[src/rtl/tanh_pkg.sv]
// Shared definitions for the tanh job scheduler.
//   TANH_ADDR_W : default scratchpad address / job length width
//   state_t     : scheduler FSM encoding (IDLE, START, ISSUE, DRAIN, DONE)
//   job_t       : job record {src, dst, len} at the default address width
package tanh_pkg;

  localparam int TANH_ADDR_W = 12;

  typedef enum logic [2:0] {
    ST_IDLE  = 3'd0,
    ST_START = 3'd1,
    ST_ISSUE = 3'd2,
    ST_DRAIN = 3'd3,
    ST_DONE  = 3'd4
  } state_t;

  typedef struct packed {
    logic [TANH_ADDR_W-1:0] src;
    logic [TANH_ADDR_W-1:0] dst;
    logic [TANH_ADDR_W-1:0] len;
  } job_t;

endpackage

[src/rtl/job_fifo.sv]
// Synchronous first-word-fall-through FIFO of job records.
// Ports:
//   clock, reset      : rising-edge clock, synchronous active-high reset
//   push, push_data   : write request and record (ignored when full or in reset)
//   pop, pop_data     : read request; pop_data always shows the head entry
//   count             : number of stored entries (0..DEPTH)
//   full, empty       : occupancy flags
// A push and a pop in the same cycle are both honoured; count is unchanged.
module job_fifo #(
  parameter int WIDTH = 36,
  parameter int DEPTH = 4
) (
  input  logic                       clock,
  input  logic                       reset,
  input  logic                       push,
  input  logic [WIDTH-1:0]           push_data,
  input  logic                       pop,
  output logic [WIDTH-1:0]           pop_data,
  output logic [$clog2(DEPTH):0]     count,
  output logic                       full,
  output logic                       empty
);

  localparam int PTR_W = $clog2(DEPTH);

  logic [WIDTH-1:0] mem [DEPTH];
  logic [PTR_W-1:0] wr_ptr_reg;
  logic [PTR_W-1:0] rd_ptr_reg;
  logic [PTR_W:0]   count_reg;
  logic             push_ok;
  logic             pop_ok;

  assign full     = (count_reg == (PTR_W+1)'(DEPTH));
  assign empty    = (count_reg == '0);
  assign count    = count_reg;
  assign push_ok  = push && !full;
  assign pop_ok   = pop && !empty;
  // The queue is only a handful of entries deep, so the head is read
  // combinationally; this lets the FSM pop and load a job in one cycle.
  assign pop_data = mem[rd_ptr_reg];

  // Storage has no reset: entries are only meaningful below count_reg.
  always_ff @(posedge clock) begin
    if (push_ok && !reset) begin
      mem[wr_ptr_reg] <= push_data;
    end
  end

  // DEPTH is a power of two, so the pointers wrap naturally.
  always_ff @(posedge clock) begin
    if (reset) begin
      wr_ptr_reg <= '0;
      rd_ptr_reg <= '0;
      count_reg  <= '0;
    end else begin
      if (push_ok) begin
        wr_ptr_reg <= wr_ptr_reg + PTR_W'(1);
      end
      if (pop_ok) begin
        rd_ptr_reg <= rd_ptr_reg + PTR_W'(1);
      end
      case ({push_ok, pop_ok})
        2'b10:   count_reg <= count_reg + (PTR_W+1)'(1);
        2'b01:   count_reg <= count_reg - (PTR_W+1)'(1);
        default: count_reg <= count_reg;
      endcase
    end
  end

endmodule

[src/rtl/tanh_job_scheduler.sv]
// Buffered job scheduler for the tanh datapath.
// Jobs {src, dst, len} are queued from the host; each is sequenced as one
// read per element followed, PIPE_LAT cycles later, by one write per element.
// Ports:
//   clock, reset                  : rising-edge clock, synchronous active-high reset
//   job_valid/job_ready           : host job handshake (push on valid && ready)
//   job_src, job_dst, job_len     : job record; len==0 is a legal no-op
//   read_enable, read_address     : read strobe and source address to SRAM/datapath
//   write_enable, write_address   : write strobe and destination address of result
//   restart                       : one-cycle pulse at job start (clears datapath)
//   done                          : one-cycle pulse per completed job
//   BUSY                          : queue non-empty or a job in progress
module tanh_job_scheduler
  import tanh_pkg::*;
#(
  parameter int ADDR_W     = TANH_ADDR_W,
  parameter int PIPE_LAT   = 3,
  parameter int FIFO_DEPTH = 4
) (
  input  logic              clock,
  input  logic              reset,
  input  logic              job_valid,
  output logic              job_ready,
  input  logic [ADDR_W-1:0] job_src,
  input  logic [ADDR_W-1:0] job_dst,
  input  logic [ADDR_W-1:0] job_len,
  output logic              read_enable,
  output logic [ADDR_W-1:0] read_address,
  output logic              write_enable,
  output logic [ADDR_W-1:0] write_address,
  output logic              restart,
  output logic              done,
  output logic              BUSY
);

  typedef struct packed {
    logic [ADDR_W-1:0] src;
    logic [ADDR_W-1:0] dst;
    logic [ADDR_W-1:0] len;
  } job_rec_t;

  localparam int JOB_W = $bits(job_rec_t);

  // Stages below the output stage; any bit set here means a write is still
  // due after the current cycle.
  localparam logic [PIPE_LAT-1:0] PEND_MASK = {PIPE_LAT{1'b1}} >> 1;

  state_t            state_reg, state_next;
  logic [ADDR_W-1:0] src_reg, dst_reg, len_reg;
  logic [ADDR_W-1:0] rd_cnt_reg, wr_cnt_reg;
  logic [ADDR_W-1:0] rd_hold_reg, wr_hold_reg;
  logic [PIPE_LAT-1:0] pipe_reg;

  job_rec_t          push_rec, head_rec;
  logic [JOB_W-1:0]  head_bits;
  logic              fifo_push, fifo_pop;
  logic              fifo_full, fifo_empty;
  logic [$clog2(FIFO_DEPTH):0] fifo_count;
  logic              pipe_pending;
  logic              rd_last;

  // ------------------------------------------------------------------
  // Job queue
  // ------------------------------------------------------------------
  assign push_rec  = '{src: job_src, dst: job_dst, len: job_len};
  assign head_rec  = job_rec_t'(head_bits);
  // Ready depends only on registered occupancy, never on a same-cycle pop.
  assign job_ready = !fifo_full;
  assign fifo_push = job_valid && job_ready;
  assign fifo_pop  = (state_reg == ST_IDLE) && !fifo_empty;

  job_fifo #(
    .WIDTH (JOB_W),
    .DEPTH (FIFO_DEPTH)
  ) u_job_fifo (
    .clock     (clock),
    .reset     (reset),
    .push      (fifo_push),
    .push_data (push_rec),
    .pop       (fifo_pop),
    .pop_data  (head_bits),
    .count     (fifo_count),
    .full      (fifo_full),
    .empty     (fifo_empty)
  );

  assign BUSY = (state_reg != ST_IDLE) || (fifo_count != '0);

  // ------------------------------------------------------------------
  // Read-valid latency pipe: write_enable is read_enable delayed PIPE_LAT
  // ------------------------------------------------------------------
  always_ff @(posedge clock) begin
    if (reset) begin
      pipe_reg[0] <= 1'b0;
    end else begin
      pipe_reg[0] <= read_enable;
    end
  end

  genvar gi;
  generate
    for (gi = 1; gi < PIPE_LAT; gi++) begin : g_pipe
      always_ff @(posedge clock) begin
        if (reset) begin
          pipe_reg[gi] <= 1'b0;
        end else begin
          pipe_reg[gi] <= pipe_reg[gi-1];
        end
      end
    end
  endgenerate

  assign pipe_pending = |(pipe_reg & PEND_MASK);
  assign write_enable = pipe_reg[PIPE_LAT-1];

  // Addresses follow the live counters while strobed and otherwise show the
  // last address actually issued.
  assign read_address  = read_enable  ? (src_reg + rd_cnt_reg) : rd_hold_reg;
  assign write_address = write_enable ? (dst_reg + wr_cnt_reg) : wr_hold_reg;

  // ------------------------------------------------------------------
  // FSM: next state and strobes
  // ------------------------------------------------------------------
  assign rd_last = (rd_cnt_reg == (len_reg - ADDR_W'(1)));

  always_comb begin
    state_next  = state_reg;
    read_enable = 1'b0;
    restart     = 1'b0;
    done        = 1'b0;
    case (state_reg)
      ST_IDLE: begin
        if (!fifo_empty) begin
          state_next = ST_START;
        end
      end
      ST_START: begin
        restart    = 1'b1;
        state_next = (len_reg == '0) ? ST_DONE : ST_ISSUE;
      end
      ST_ISSUE: begin
        read_enable = 1'b1;
        if (rd_last) begin
          state_next = ST_DRAIN;
        end
      end
      ST_DRAIN: begin
        // Leave in the cycle of the final write so done follows it directly.
        if (!pipe_pending) begin
          state_next = ST_DONE;
        end
      end
      ST_DONE: begin
        done       = 1'b1;
        state_next = ST_IDLE;
      end
      default: begin
        state_next = ST_IDLE;
      end
    endcase
  end

  // ------------------------------------------------------------------
  // State, job registers, counters and address hold registers
  // ------------------------------------------------------------------
  always_ff @(posedge clock) begin
    if (reset) begin
      state_reg   <= ST_IDLE;
      src_reg     <= '0;
      dst_reg     <= '0;
      len_reg     <= '0;
      rd_cnt_reg  <= '0;
      wr_cnt_reg  <= '0;
      rd_hold_reg <= '0;
      wr_hold_reg <= '0;
    end else begin
      state_reg <= state_next;
      if (fifo_pop) begin
        src_reg <= head_rec.src;
        dst_reg <= head_rec.dst;
        len_reg <= head_rec.len;
      end
      // The previous job has fully drained before START, so no write can
      // collide with the counter clear.
      if (state_reg == ST_START) begin
        rd_cnt_reg <= '0;
        wr_cnt_reg <= '0;
      end else begin
        if (read_enable) begin
          rd_cnt_reg <= rd_cnt_reg + ADDR_W'(1);
        end
        if (write_enable) begin
          wr_cnt_reg <= wr_cnt_reg + ADDR_W'(1);
        end
      end
      if (read_enable) begin
        rd_hold_reg <= read_address;
      end
      if (write_enable) begin
        wr_hold_reg <= write_address;
      end
    end
  end

endmodule

[config.mk]
export PLATFORM = sky130hd
export DESIGN_NAME = tanh_job_scheduler
export DESIGN_NICKNAME = d
export VERILOG_FILES = /design/src/rtl/tanh_pkg.sv /design/src/rtl/job_fifo.sv /design/src/rtl/tanh_job_scheduler.sv
export SDC_FILE = /design/constraint.sdc
export NUM_CORES = 1
export LEC_CHECK = 0
export ABC_AREA = 1
export ABC_CLOCK_PERIOD_IN_PS = 10900
export CAP_MARGIN = 5
export CELL_PAD_IN_SITES_DETAIL_PLACEMENT = 0
export CELL_PAD_IN_SITES_GLOBAL_PLACEMENT = 1
export CORE_MARGIN = 2
export CORE_UTILIZATION = 35
export DETAILED_ROUTE_END_ITERATION = 8
export PLACE_DENSITY_LB_ADDON = 0.1
export SYNTH_ARGS = -nofsm -noshare
export SYNTH_HDL_FRONTEND = slang
export SYNTH_SLANG_ARGS = --single-unit
[constraint.sdc]
create_clock -name clock -period 10.9 [get_ports clock]
set_input_delay 3.27 -clock clock [delete_from_list [all_inputs] [get_ports clock]]
set_output_delay 3.27 -clock clock [all_outputs]
set_load 0.05 [all_outputs]
== Yosys cells after proc, flatten, opt, wreduce, memory -nomap -nowiden ==
Memories as Yosys holds them, arrays and structs flattened. A register that Yosys moved wholly into a read port is not among the register bits.
Index checks and enable logic that the tools add are counted.

* Register bits after elaboration: 61
* Output and inout bits: 30
* Memories kept: 1
* Input port bits: 39
* Logic and storage cells: 63
* Memory bits (writable): 144

{| class="wikitable"
|+ Memory list
! name !! depth !! width !! read ports !! clocked after memory_dff !! write ports !! RTL line !! text
|-
| u_job_fifo.mem || 4 || 36 || 1 || 1 || 1 || job_fifo.sv:26 || <nowiki>logic [WIDTH-1:0] mem [DEPTH];</nowiki>
|}

* Eq/ne operators: 11
* Multiplexer cells: 13
* $add $sub $neg: 9
* Reductions and logical operators: 18

{| class="wikitable"
|+ Operators with widths
! cell !! count
|-
| 12-bit by 1-bit adder with 12-bit output, second input constant || 2
|-
| 12-bit adder || 2
|-
| 12-bit 2-to-1 mux || 2
|-
| 12-bit == test || 1
|-
| 12-bit logical NOT || 1
|-
| 3-bit 2-to-1 mux || 4
|-
| 3-bit case mux with 4 select lines || 1
|-
| 12-bit by 1-bit subtractor with 12-bit output, second input constant || 1
|-
| 3-bit by 2-bit == test with 1-bit output, second input constant || 2
|-
| 3-bit == test, second input constant || 2
|-
| 3-bit logical NOT || 2
|-
| 2-bit inequality test, second input constant || 3
|-
| 3-bit case mux with 2 select lines || 1
|-
| 3-bit nonzero test || 2
|-
| 1-bit logical AND || 5
|-
| 1-bit 2-to-1 mux || 5
|-
| 2-bit by 1-bit adder with 2-bit output, second input constant || 2
|-
| 2-bit OR reduction || 2
|-
| 3-bit by 1-bit adder with 3-bit output, second input constant || 1
|-
| 3-bit by 1-bit == test with 1-bit output, second input constant || 1
|-
| 1-bit logical NOT || 3
|-
| 3-bit AND reduction || 1
|-
| 3-bit by 1-bit subtractor with 3-bit output, second input constant || 1
|-
| 2-bit by 1-bit == test with 1-bit output, second input constant || 1
|-
| other kinds (3) || 3
|}

== Logic depth before layout (Yosys ltp) ==
Gate-level depths: netlist (run 1).

* Depth after elaboration: 7
* Depth in mapped cells: 16
* Gate-level depth less buffers: 16

== Hierarchy ==
Synthesis (run 1) repeated with hierarchy kept, for this count alone.

* Cell total of the unflattened synthesis: 1119
* Area total of the unflattened synthesis: 10990.5 um2

{| class="wikitable"
|+ Modules (own cells, without submodules)
! module !! sequential area each (um2) !! area each (um2) !! cells each !! instances
|-
| job_fifo || 4504.3 || 6053.3 || 423 || 1
|-
| tanh_job_scheduler || 1801.7 || 4937.2 || 696 || 1
|}

== Worst setup path before layout (run 1) ==
No wires, ideal clock.

* Path kind: input -> register
* From: in reset
* To: mem u_job_fifo.mem[0][0], enable pin
* Setup slack: 5188 ps
* Setup time: 429 ps
* Cell stages on the path: 4
* Required time: 10471 ps
* Arrival: 5282 ps
* Path buffers: 1
* Cell sequence: inv_1 > clkbuf_1 > nand3_1 > nor2_1

* Longest elaborated chain between the ends: 4

{| class="wikitable"
|+ RTL lines
! element !! RTL line !! text
|-
| start, declared || tanh_job_scheduler.sv:21 || <nowiki>input logic reset,</nowiki>
|-
| 1-bit logical NOT || job_fifo.sv:44 || <nowiki>if (push_ok && !reset) begin</nowiki>
|-
| 1-bit logical AND || job_fifo.sv:44 ||
|-
| 1-bit 2-to-1 mux || job_fifo.sv:44 ||
|-
| 1-bit 2-to-1 mux (not written as such) || job_fifo.sv:45 || <nowiki>mem[wr_ptr_reg] <= push_data;</nowiki>
|-
| end, declared || job_fifo.sv:26 ||
|}

Every way passes these cells.

== Worst setup path after layout (run 1) ==
* From: reg rd_cnt_reg[0]
* To: out read_address[8]

* Longest elaborated chain between the ends: 2

{| class="wikitable"
|+ RTL lines
! element !! RTL line !! text
|-
| start, declared || tanh_job_scheduler.sv:50 || <nowiki>logic [ADDR_W-1:0] rd_cnt_reg, wr_cnt_reg;</nowiki>
|-
| start signal, assigned || tanh_job_scheduler.sv:190 || <nowiki>rd_cnt_reg <= rd_cnt_reg + ADDR_W'(1);</nowiki>
|-
| 12-bit adder || tanh_job_scheduler.sv:118 || <nowiki>assign read_address = read_enable ? (src_reg + rd_cnt_reg) : rd_hold_reg;</nowiki>
|-
| 12-bit 2-to-1 mux || tanh_job_scheduler.sv:118 ||
|-
| end, declared || tanh_job_scheduler.sv:28 || <nowiki>output logic [ADDR_W-1:0] read_address,</nowiki>
|}

Every way passes these cells.

==> run summary, run 1 <==
I/O Pins = 69
Global route overflow = 0
Met3 wire length = 1.01 mm
Max-Cap Viols = 0
Period utilization = 0.605
Status = complete, no violations
Synth top area cells = edfxtp_1 41%, dfxtp_1 18%, nor2_1 7.9%, o21ai_0 7.0%, nand2_1 5.3%
Share of layout cells above drive strength 1 = 0.0643
Clock slew at reported path FFs = 0.06 ns
Worst clock skew = 0.0117 ns
Async set-reset flop share out of synthesis = 0
Vias in the first global route = 7230
#FFs+latches synth = 241
TNS Setup = 0 ns
Number of synthesis warnings = 0
CP cell instances = ha_1 -> inv_1 -> fa_1 -> o21ai_0 -> nand2_1 -> nand2_1 -> a21oi_1 -> xor2_1 -> nand2_1 -> nand2_1 -> inv_1 -> clkdlybuf4s50_1
Row count = 63
Largest Register = u_job_fifo.mem
VDD IR max = 0.130 mV
Core Area = 0.0297 mm²
DIE AREA = 0.0317 mm²
Crit-path max FO = 5
Antenna-violating nets left = 0
DR WL met2 = 10.9 mm
Cell mode on critical path = nand2_1
CTS tree = done
I/O Buffers = 68
Worst Path Required = 7.63 ns
Count of final setup violators = 0
Setup CP Type = flip-flop to output pin
Final min period = 6.60 ns
Most frequent cell after synthesis = nor2_1
Synth top area share = 0.408
Total design power = 0.00285 W
Cells after Synth = 1129
Vias per cell = 4.76
# Post-CTS Setup Buffers = 0
Filler Cell Count = 2920
Starting density of the core = 0.357
Top Metal Used = met4
Pwr dens = 227 mW/mm²
Worst hold slack = 0.444 ns
Largest area contributor in the netlist = edfxtp_1
Critical path's slowest cell = clkdlybuf4s50_1
Max reg flops = 144
CP top delay family = buffers and inverters
DR iter-0 viols = 437
Die Span Y = 178 µm
Initial antenna violation count = 1
DP HPWL = 16.3 mm
Crit. End Element = output pin
Synth-to-Final Area Change = 18.8%
Global-route wire length before repair = 40.9 mm
N_diodes = 0
Post-synth EDFFs = 144
DR WL/cell = 16.1 µm
Num CTS Buffers = 27
Max Buffers Root-to-Sink = 3
Clock latency on the worst-skew pair = 0.55 ns
CP max stage delay = 0.80 ns
Fmax = 152 MHz
Least-Margin Pin Slew = 0.874 ns
DR pass1 iterations = 5
P_leak = 4.78 nW
Metal1 wirelength = 13.3 mm
Total routed wirelength = 25.7 mm
Routability congestion estimate = 0.763
CTS H-Tree Depth = 1
DRC = 0
Cts repair resizes = 0
Syn_area_per_cell = 9.39 µm²
Total GRT Usage = 0.165
Post-synth top cells = 224 x nor2_1, 149 x nand2_1, 148 x o21ai_0
Final hold violations = 0
Max Transition Viols Final = 0
Seq. cell area = 0.00627 mm²
Seq/Total Area, Yosys = 0.591
Area of the multi-input gates = 0.00386 mm²
Die Wd = 178 µm
Crit path DAT = 3.33 ns
CTS root buffer = clkbuf_16
Hold Path Class = flip-flop to flip-flop
Crit path buf inv count = 3
Slew headroom = 0.417
Pin count of the biggest net entering global routing = 77
CP Launch Type = flip-flop
Total number of vias = 7627
Clock sinks = 241
Hold buffer count at cts = 0
Yosys cell types = 36
RSZ-0062 raised after global routing = false
Syn nets = 1202
Main synth FF type = edfxtp_1
Synth Cell Area = 0.0106 mm²
Nets = 1265
## tightest hold or removal path: cells and delay by family (launching register included)
family                 cells  cell delay, ns
AND/OR/NAND/NOR            1            0.04
buffers and inverters      1            0.07
flip-flops                 1            0.29
## through the flow
stage / setup WS (ns) / util / std cells / cell area (µm²)
floorplan: 5.19 / - / 1129 / 10600
global placement: 4.88 / 0.394 / 1553 / 11700
detailed placement: 4.83 / 0.394 / 1553 / 11700
CTS: 4.25 / 0.424 / 1603 / 12600
global route: 4.10 / 0.424 / 1603 / 12600
finish: 4.30 / 0.424 / 1603 / 12600
## layout by cell type (no fill, tap or decap), types with 3 or more instances in the layout
master / netlist / routed
clkbuf_1: 24 / 9
o21ai_0: 148 / 148
clkinv_1: 0 / 3
or2_2: 7 / 7
buf_4: 1 / 11
and2_1: 3 / 3
o21a_1: 3 / 3
nand2_1: 149 / 149
a21oi_1: 49 / 49
clkinv_2: 0 / 3
nand4_1: 7 / 7
ha_1: 31 / 31
nand3_1: 38 / 38
dfxtp_1: 97 / 96
nor2_1: 224 / 220
edfxtp_1: 144 / 144
nor2_4: 2 / 6
xnor2_1: 10 / 10
clkdlybuf4s50_1: 0 / 68
nor3_1: 6 / 6
xor2_1: 14 / 14
clkbuf_16: 0 / 29
clkbuf_8: 0 / 5
a31oi_1: 38 / 38
o21ai_1: 3 / 3
nor2_2: 6 / 6
inv_1: 88 / 86
fa_1: 3 / 3
## where the power goes
part / total, W / internal [W] / switching, W
logic: 0.000817 / 0.000262 / 0.000555
clock network: 0.000887 / 0.000522 / 0.000365
registers: 0.00115 / 0.00107 / 0.0000856
total: 0.00285 / 0.00185 / 0.00101
## area by class of cell
class / instances / area share
Clock buffer: 43 / 0.0658
Tap cell: 390 / 0.0388
Multi-Input combinational cell: 754 / 0.306
Sequential cell: 241 / 0.498
Inverter: 89 / 0.0265
Timing Repair Buffer: 79 / 0.0606
Clock inverter: 7 / 0.00427
## kinds of logic after synthesis
family / count (synthesis) / share of synthesized area
and+or+nand+nor: 450 / 0.175
xor gates and xnor gates: 24 / 0.0198
buffers and inverters: 134 / 0.0489
DFF: 241 / 0.591
AOI/OAI and AO/OA: 246 / 0.123
adders and majority gates: 34 / 0.0423
## metal layers
metal,track usage,up-vias
li1,-,3970
met1,0.248,3496
met2,0.251,132
met3,0.0220,29
met4,0.0383,0
met5,0,-
## worst paths after layout
path	to	startpoint	slack (ns)	cells after the start
max reg2reg	u_job_fifo.count[2]$_SDFFE_PP0P_	state_reg[0]$_SDFFE_PP0P_	8.23	11
max	read_address[8]	rd_cnt_reg[0]$_SDFFE_PP0P_	4.30	12
min reg2reg	write_enable$_SDFF_PP0_	pipe_reg[1]$_SDFF_PP0_	0.44	2
min	write_enable$_SDFF_PP0_	pipe_reg[1]$_SDFF_PP0_	0.44	2
Power figures use the tool's default switching activity.
==> run 2: changes to the inputs <==
--- a/config.mk
+++ b/config.mk
@@ -6,7 +6,7 @@
 export NUM_CORES = 1
 export LEC_CHECK = 0
 export ABC_AREA = 1
-export ABC_CLOCK_PERIOD_IN_PS = 10900
+export ABC_CLOCK_PERIOD_IN_PS = 6450
 export CAP_MARGIN = 5
 export CELL_PAD_IN_SITES_DETAIL_PLACEMENT = 0
 export CELL_PAD_IN_SITES_GLOBAL_PLACEMENT = 1
==> constraint.sdc (replaced) <==
create_clock -name clock -period 6.45 [get_ports clock]
set_input_delay 1.935 -clock clock [delete_from_list [all_inputs] [get_ports clock]]
set_output_delay 1.935 -clock clock [all_outputs]
set_load 0.05 [all_outputs]
==> run 2 against run 1 <==
Die area did not move. Non-clock buffer count fell by 1. Combinational power rose by 70%. Clock-buffer cell count fell by 6. Wire length fell by 2.1%. Sequential share of layout area barely moved. Via count fell by 0.37%. Cell count barely moved. Clock power rose by 75%. Critical endpoint unchanged. Largest cell class unchanged.
==> run summary, run 2 (same netlist as run 1, synthesis figures left out) <==
Status = complete, no violations (unchanged)
Crit-path max FO = 5 (unchanged)
Worst Reg2Reg Path Length in Cells = 11 (unchanged)
Initial antenna violation count = 0 (was 1)
Leading cell types in the layout, fill and taps excluded = 220 x nor2_1, 149 x nand2_1, 148 x o21ai_0 (unchanged)
Starting density of the core = 0.357 (unchanged)
Share of layout cells above drive strength 1 = 0.0627 (was 0.0643)
Pwr dens = 386 mW/mm² (was 227 mW/mm²)
CTS root buffer = clkbuf_16 (unchanged)
Worst R2R Start = state_reg[0]$_SDFFE_PP0P_ (unchanged)
Fmax = 190 MHz
I/O Buffers = 68 (unchanged)
DP HPWL = 15.9 mm (was 16.3 mm)
Nets = 1264 (was 1265)
VDD IR max = 0.215 mV (was 0.130 mV)
Max Buffers Root-to-Sink = 3 (unchanged)
CTS H-Tree Depth = 1 (unchanged)
PnR worst setup slack = 1.17 ns (was 4.30 ns)
Worst Path Required = 4.51 ns (was 7.63 ns)
Seq pwr share = 0.394 (was 0.403)
CTS tree = done (unchanged)
RR Endpoint = u_job_fifo.count[2]$_SDFFE_PP0P_ (unchanged)
Total routed wirelength = 25.2 mm (was 25.7 mm)
Sw Share = 0.347 (was 0.352)
Worst hold slack = 0.448 ns (was 0.444 ns)
P_leak = 4.78 nW (about the same)
Pin count of the biggest net entering global routing = 77 (unchanged)
Vias in the first global route = 7213 (was 7230)
Area of the multi-input gates = 0.00386 mm² (unchanged)
Most common cell after layout, fill and taps aside = nor2_1 (unchanged)
Slew headroom = 0.409 (was 0.417)
Reg2Reg Setup Slack = 3.78 ns (was 8.23 ns)
Max-Cap Viols = 0 (unchanged)
N_diodes = 0 (unchanged)
Pint = 0.00318 W (was 0.00185 W)
Max reg flops = 144 (unchanged)
DR WL/cell = 15.7 µm (was 16.1 µm)
Cts repair resizes = 0 (unchanged)
Global route overflow = 0 (unchanged)
Hold Path Sink = write_enable$_SDFF_PP0_ (unchanged)
DRC = 0 (unchanged)
Comb power frac = 0.287 (was 0.286)
Row count = 63 (unchanged)
Hold Path Class = flip-flop to flip-flop (unchanged)
Routability congestion estimate = 0.820 (was 0.763)
Min-delay src = pipe_reg[1]$_SDFF_PP0_ (unchanged)
# Post-CTS Setup Buffers = 0 (unchanged)
Psw = 0.00169 W (was 0.00101 W)
Crit. End Element = output pin (unchanged)
Seq. cell area = 0.00627 mm² (unchanged)
Global-route wire length before repair = 40.6 mm (was 40.9 mm)
Total GRT Usage = 0.164 (was 0.165)
Setup CP Type = flip-flop to output pin (unchanged)
DR pass1 iterations = 4 (was 5)
DR iter-0 viols = 466 (was 437)
Count of final setup violators = 0 (unchanged)
I/O Pins = 69 (unchanged)
Hold path depth = 2 (unchanged)
Clock sinks = 241 (unchanged)
DIE AREA = 0.0317 mm² (unchanged)
Hold buffer count at cts = 0 (unchanged)
Least-Margin Pin Slew = 0.885 ns (was 0.874 ns)
Worst clock skew = 0.00873 ns (was 0.0117 ns)
Clk pwr share = 0.319 (was 0.311)
RSZ-0062 raised after global routing = false (unchanged)
Antenna-violating nets left = 0 (unchanged)
Period utilization = 0.818
Max Transition Viols Final = 0 (unchanged)
Die Wd = 178 µm (unchanged)
Placed cell areas = 0.0117 mm² (about the same)
Design area = 0.0126 mm² (about the same)
Num CTS Buffers = 27 (unchanged)
Filler Cell Count = 2928 (was 2920)
Clock slew at reported path FFs = 0.06 ns (about the same)
Placement Setup Slack = 1.74 ns (was 4.83 ns)
Core Area = 0.0297 mm² (unchanged)
Vias per cell = 4.74 (was 4.76)
Final min period = 5.28 ns
Largest Register = u_job_fifo.mem (unchanged)
Die Span Y = 178 µm (unchanged)
Total number of vias = 7599 (was 7627)
Final hold violations = 0 (unchanged)
Synth-to-Final Area Change = 18.8% (about the same)
CP Launch Type = flip-flop (unchanged)
Crit path DAT = 3.34 ns (was 3.33 ns)
Clock latency on the worst-skew pair = 0.55 ns (about the same)
TNS Setup = 0 ns (unchanged)
==> run 2: changes by cell type in the layout (fill, tap and decap cells not counted), sizes merged <==
cell	previous run	this run
buf	11	10
clkbuf	43	37
clkinv	6	7
inv	88	90
clkinvlp	2	1
bufinv	0	4
==> run 2: routing by layer <==
| layer | routed length (µm) | vias to the layer above | global-route usage |
|---|---|---|---|
| li1 | - | 3960 | - |
| met1 | 13500 | 3505 | 0.251 |
| met2 | 10400 | 102 | 0.244 |
| met3 | 811 | 32 | 0.0220 |
| met4 | 493 | 0 | 0.0386 |
| met5 | 0 | - | 0 |
==> run 2: stage by stage <==
stage                      util  std cells  power (W)
after global placement    0.394       1552    0.00336
after detailed placement  0.394       1552    0.00336
after floorplan               -       1129    0.00292
after global routing      0.424       1602    0.00519
after CTS                 0.424       1602    0.00493
final                     0.424       1602    0.00486
==> run 2: how the worst max path moves through the flow <==
stage	startpoint	end	slack, ns	depth (start not counted)
floorplan	reset	u_job_fifo.mem[0][0]$_DFFE_PP_	2.07	4
global placement	rd_cnt_reg[0]$_SDFFE_PP0P_	read_address[8]	1.77	12
detailed placement	rd_cnt_reg[0]$_SDFFE_PP0P_	read_address[8]	1.74	12
CTS	rd_cnt_reg[0]$_SDFFE_PP0P_	read_address[8]	1.13	12
global route	rd_cnt_reg[0]$_SDFFE_PP0P_	read_address[8]	0.92	12
finish	rd_cnt_reg[0]$_SDFFE_PP0P_	read_address[8]	1.17	12
==> run 2: power by group through the flow <==
stage                     clock network (W)  registers [W]  logic, W
after floorplan                           0        0.00190   0.00102
after global routing                0.00166        0.00194   0.00159
after CTS                           0.00159        0.00192   0.00142
after global placement                    0        0.00194   0.00142
after detailed placement                  0        0.00195   0.00141
final                               0.00155        0.00192   0.00139
==> run 2: final cells by class <==
cell class / instances / share of cell area
Multi-Input combinational cell: 754 / 0.306
Clock inverter: 13 / 0.0143
Clock buffer: 37 / 0.0566
Timing Repair Buffer: 78 / 0.0600
Sequential cell: 241 / 0.498
Tap cell: 390 / 0.0387
Inverter: 89 / 0.0265
==> run 2: critical path: stages, from the launching register on <==
cell and delay, ns:
dfxtp_1 0.40, ha_1 0.21, inv_1 0.08, fa_1 0.43, o21ai_0 0.30, nand2_1 0.08
nand2_1 0.10, a21oi_1 0.08, xor2_1 0.14, nand2_1 0.06, nand2_1 0.08, inv_1 0.05
clkdlybuf4s50_1 0.78
==> patch 1 (flow settings as in run 2) <==
Make the reset (`reset`) asynchronous in 4 clocked blocks. Comments in the files are not updated.
--- a/src/rtl/job_fifo.sv
+++ b/src/rtl/job_fifo.sv
@@ -49,3 +49,3 @@
   // DEPTH is a power of two, so the pointers wrap naturally.
-  always_ff @(posedge clock) begin
+  always_ff @(posedge clock or posedge reset) begin
     if (reset) begin
--- a/src/rtl/tanh_job_scheduler.sv
+++ b/src/rtl/tanh_job_scheduler.sv
@@ -91,3 +91,3 @@
   // ------------------------------------------------------------------
-  always_ff @(posedge clock) begin
+  always_ff @(posedge clock or posedge reset) begin
     if (reset) begin
@@ -102,3 +102,3 @@
     for (gi = 1; gi < PIPE_LAT; gi++) begin : g_pipe
-      always_ff @(posedge clock) begin
+      always_ff @(posedge clock or posedge reset) begin
         if (reset) begin
@@ -165,3 +165,3 @@
   // ------------------------------------------------------------------
-  always_ff @(posedge clock) begin
+  always_ff @(posedge clock or posedge reset) begin
     if (reset) begin
Formal check against the unedited RTL: differs if reset is asserted again (counterexample within 4 cycles, from zero or initial values and one cycle with reset high); with reset held inactive, the same outputs for 10 cycles.
==> patch 1 against run 2 <==
Register-to-register slack lost 0.06 ns. Setup slack gained 0.17 ns. First-iteration DRC count shrank 6.4%. Die area grew 2.9%. Sequential share of layout area grew 2.3 points. Count of clock-buffer cells in the layout shrank 7. Sequential cell count is the same. Routed wire length grew 1.5%. Synthesized area grew 3.0%. Worst hold slack lost 0.077 ns. Design area grew 3.0%. Critical endpoint is now write_address[9].
Power is not compared: it rests on default switching activity, and its combinational part moved more than twofold at a synthesized area within 25%.
==> patch 1: results (changes against run 2) <==
number of iterations in the first detailed-routing pass - 5 (+1)
worst r2r dst - src_reg[0]$_DFFE_PP0P_
fraction of layout cells with a size suffix above 1 - 0.0714 (+0.00872)
Slew headroom - 0.443 (+0.0337)
Synth top cells by count - nor2_1 (191), nand2_1 (155), edfxtp_1 (144)
Crit Path Max Fanout - 6 (+1)
GRT Util Overall - 0.159 (-0.00449)
ys async rst share - 0.402 (+0.402)
Worst Path Arrival - 3.17 ns (-0.17 ns)
vias in the first global route - 7272 (+0.82%)
HPWL Detailed - 17000 um (+7.0%)
Clock Tree Root - clkbuf_16
Placed Cells - 1509 (-2.8%)
first-pass GRT wire length - 41300 um (+1.8%)
hold path start - pipe_reg[0]$_DFF_PP0_
dpl ws - 1.88 ns (+0.146 ns)
drt wl/cell - 16.4 um (+4.4%)
vias per cell - 4.81 (+1.3%)
placed instance area - 12000 um^2 (+2.9%)
fin area - 13000 um^2 (+3.0%)
cells on worst reg2reg path - 8 (-3)
WL final - 25600 um (+1.5%)
DRT iter0 DRCs - 436 (-6.4%)
largest cells by area after synthesis - edfxtp_1 (40%), dfrtp_1 (22%), nor2_1 (6.6%)
WHS Endpoint - pipe_reg[1]$_DFF_PP0_
flop2flop setup slack - 3.72 ns (-0.06 ns)
WHS - 0.371 ns (-0.0768 ns)
worst r2r src - state_reg[0]$_DFFE_PP0P_
gpl congestion - 0.806 (-1.7%)
Tot Pwr - 6.80 mW
nets@finish - 1215 (-3.9%)
Syn Inst Count - 1072 (-5.0%)
Yosys warnings - 0 (unchanged)
status - finished, final reports clean
Seq/Total Area, Yosys - 0.618 (+0.0274)
[patch 1: cell types whose count changed after synthesis, moves of 9 or more]
cell / change
o21ai_0: -17
dfxtp_1: -97
nor2_1: -33
inv_1: -13
dfrtp_1: +97
a21oi_1: -17
o22ai_1: +17
a31oi_1: -9
buf_1: -11
[patch 1: metal layers]
layer,global-route usage,up-vias,wire (um),share of wire
li1,-,3794,-,-
met1,0.240,3526,12900,0.51
met2,0.244,134,11100,0.43
met3,0.0241,36,1140,0.045
met4,0.0332,0,416,0.016
met5,0,-,0,0
[patch 1: area by class of cell]
| type | count | area, um^2 | share of cell area |
|---|---|---|---|
| inverter | 79 | 299 | 0.0231 |
| multi-input combinational | 713 | 3720 | 0.287 |
| clock inverter | 19 | 226 | 0.0175 |
| timing repair buffer | 80 | 771 | 0.0594 |
| clock buffer | 30 | 697 | 0.0537 |
| sequential | 241 | 6750 | 0.521 |
| tap | 396 | 495 | 0.0382 |
[patch 1: cells by family (layout without fill, tap and decap cells)]
kind of cell	count (synthesis)	in the layout	synth area share
DFF	241	241	0.618
buffers and inverters	118	208	0.0431
and+or+nand+nor	423	423	0.161
xor gates and xnor gates	27	27	0.0217
muxes	1	1	0.000917
AOI/OAI and AO/OA	228	228	0.114
adders and majority gates	34	34	0.0410
[patch 1: how the worst max path moves through the flow]
stage	start	end	cells past startpoint
final	dst_reg[2]$_DFFE_PP0P_	write_address[9]	11
after global routing	rd_cnt_reg[2]$_DFFE_PP0P_	read_address[9]	10
after CTS	dst_reg[2]$_DFFE_PP0P_	write_address[9]	11
after detailed placement	dst_reg[2]$_DFFE_PP0P_	write_address[9]	11
after global placement	dst_reg[2]$_DFFE_PP0P_	write_address[9]	11
after floorplan	reset	u_job_fifo.mem[0][0]$_DFFE_PP_	3
==> patch 2 (flow settings as in run 2) <==
Without the edit above. The parameter `PIPE_LAT` goes from 3 to 2.
--- a/src/rtl/tanh_job_scheduler.sv
+++ b/src/rtl/tanh_job_scheduler.sv
@@ -16,3 +16,3 @@
   parameter int ADDR_W     = TANH_ADDR_W,
-  parameter int PIPE_LAT   = 3,
+  parameter int PIPE_LAT   = 2,
   parameter int FIFO_DEPTH = 4
Formal check against the unedited RTL: not equivalent (a bounded check fails within 10 cycles, from zero or initial values and one cycle with reset high).
==> patch 2 against run 2 <==
Synthesized area up 0.17%. Design area rose by 0.19%. Power is 3.5% higher. Setup slack improved by 0.090 ns. Combinational power rose by 12%. Sequential cell count decreased by 1. Routed wire length rose by 2.1%. Fmax up 1.7%. Largest cell class unchanged. Largest power group unchanged.
==> patch 2: results (changes against run 2) <==
net switching power - 1.82 mW (+7.8%)
routed vias - 7617 (+0.24%)
Clock-cell share - 0.0712 (+0.000263)
NonClk Buf Share - 0.0615 (+0.00147)
GRT Util Overall - 0.167 (+0.00354)
met3 routed WL - 979 um (+21%)
nets@finish - 1246 (-1.4%)
Clk network pwr share - 0.306 (-0.013)
fraction of area in multi-input gates - 0.310 (+0.00408)
Core Util, Final - 0.423 (about the same)
largest cells by area after synthesis - edfxtp_1 (41%), dfxtp_1 (18%), nor2_1 (7.2%)
fraction of the mapped netlist area in compound gates - 0.126 (+0.00310)
mean area per synthesized cell - 9.57 um^2 (+1.9%)
nonclk inv count - 78 (-12%)
vias per cell - 4.81 (+1.3%)
Crit Path Max Fanout - 4 (-1)
WL final - 25700 um (+2.1%)
Num CTS Buffers - 28 (+3.7%)
placed instance area - 11700 um^2 (+0.16%)
Worst Path Arrival - 3.25 ns (-0.09 ns)
met3 GRT Util - 0.0247 (+0.00277)
Worst Tran Pin Value - 1.14 ns (+0.256 ns)
status - finished, final reports clean
Yosys reg bits - 240 (-0.41%)
Placed Cells - 1533 (-1.2%)
Synth top cells by count - nor2_1 (205), edfxtp_1 (144), nand2_1 (141)
gpl congestion - 0.772 (-5.9%)
Adder-Cell Fraction of Synth Area - 0.0422 (-0.0000697)
multi-input logic cell count - 746 (-1.1%)
clk_buf instances - 34 (-8.1%)
clk_skew - 0.0216 ns (+0.0129 ns)
M1 wire length - 13300 um (-1.5%)
Signal buffers - 79 (+1.3%)
[patch 2: changes by cell type in the layout (fill, tap and decap cells not counted), moves of 5 or more]
cell      before  now
inv_1         87   69
inv_2          2    7
clkinv_1       2   10
clkbuf_1      10    5
a21oi_1       49   55
nor3_1         6   12
nand2_1      149  141
nor2_1       220  201
o21ai_0      148  135
o21ai_1        3   10
[patch 2: worst paths after layout]
path	from	end	slack (ns)	cells after the start
max	rd_cnt_reg[0]$_SDFFE_PP0P_	read_address[8]	1.26	12
min	pipe_pending$_SDFF_PP0_	write_enable$_SDFF_PP0_	0.43	2
max reg2reg	state_reg[2]$_SDFFE_PP0P_	u_job_fifo.count[2]$_SDFFE_PP0P_	3.82	11
min reg2reg	pipe_pending$_SDFF_PP0_	write_enable$_SDFF_PP0_	0.43	2
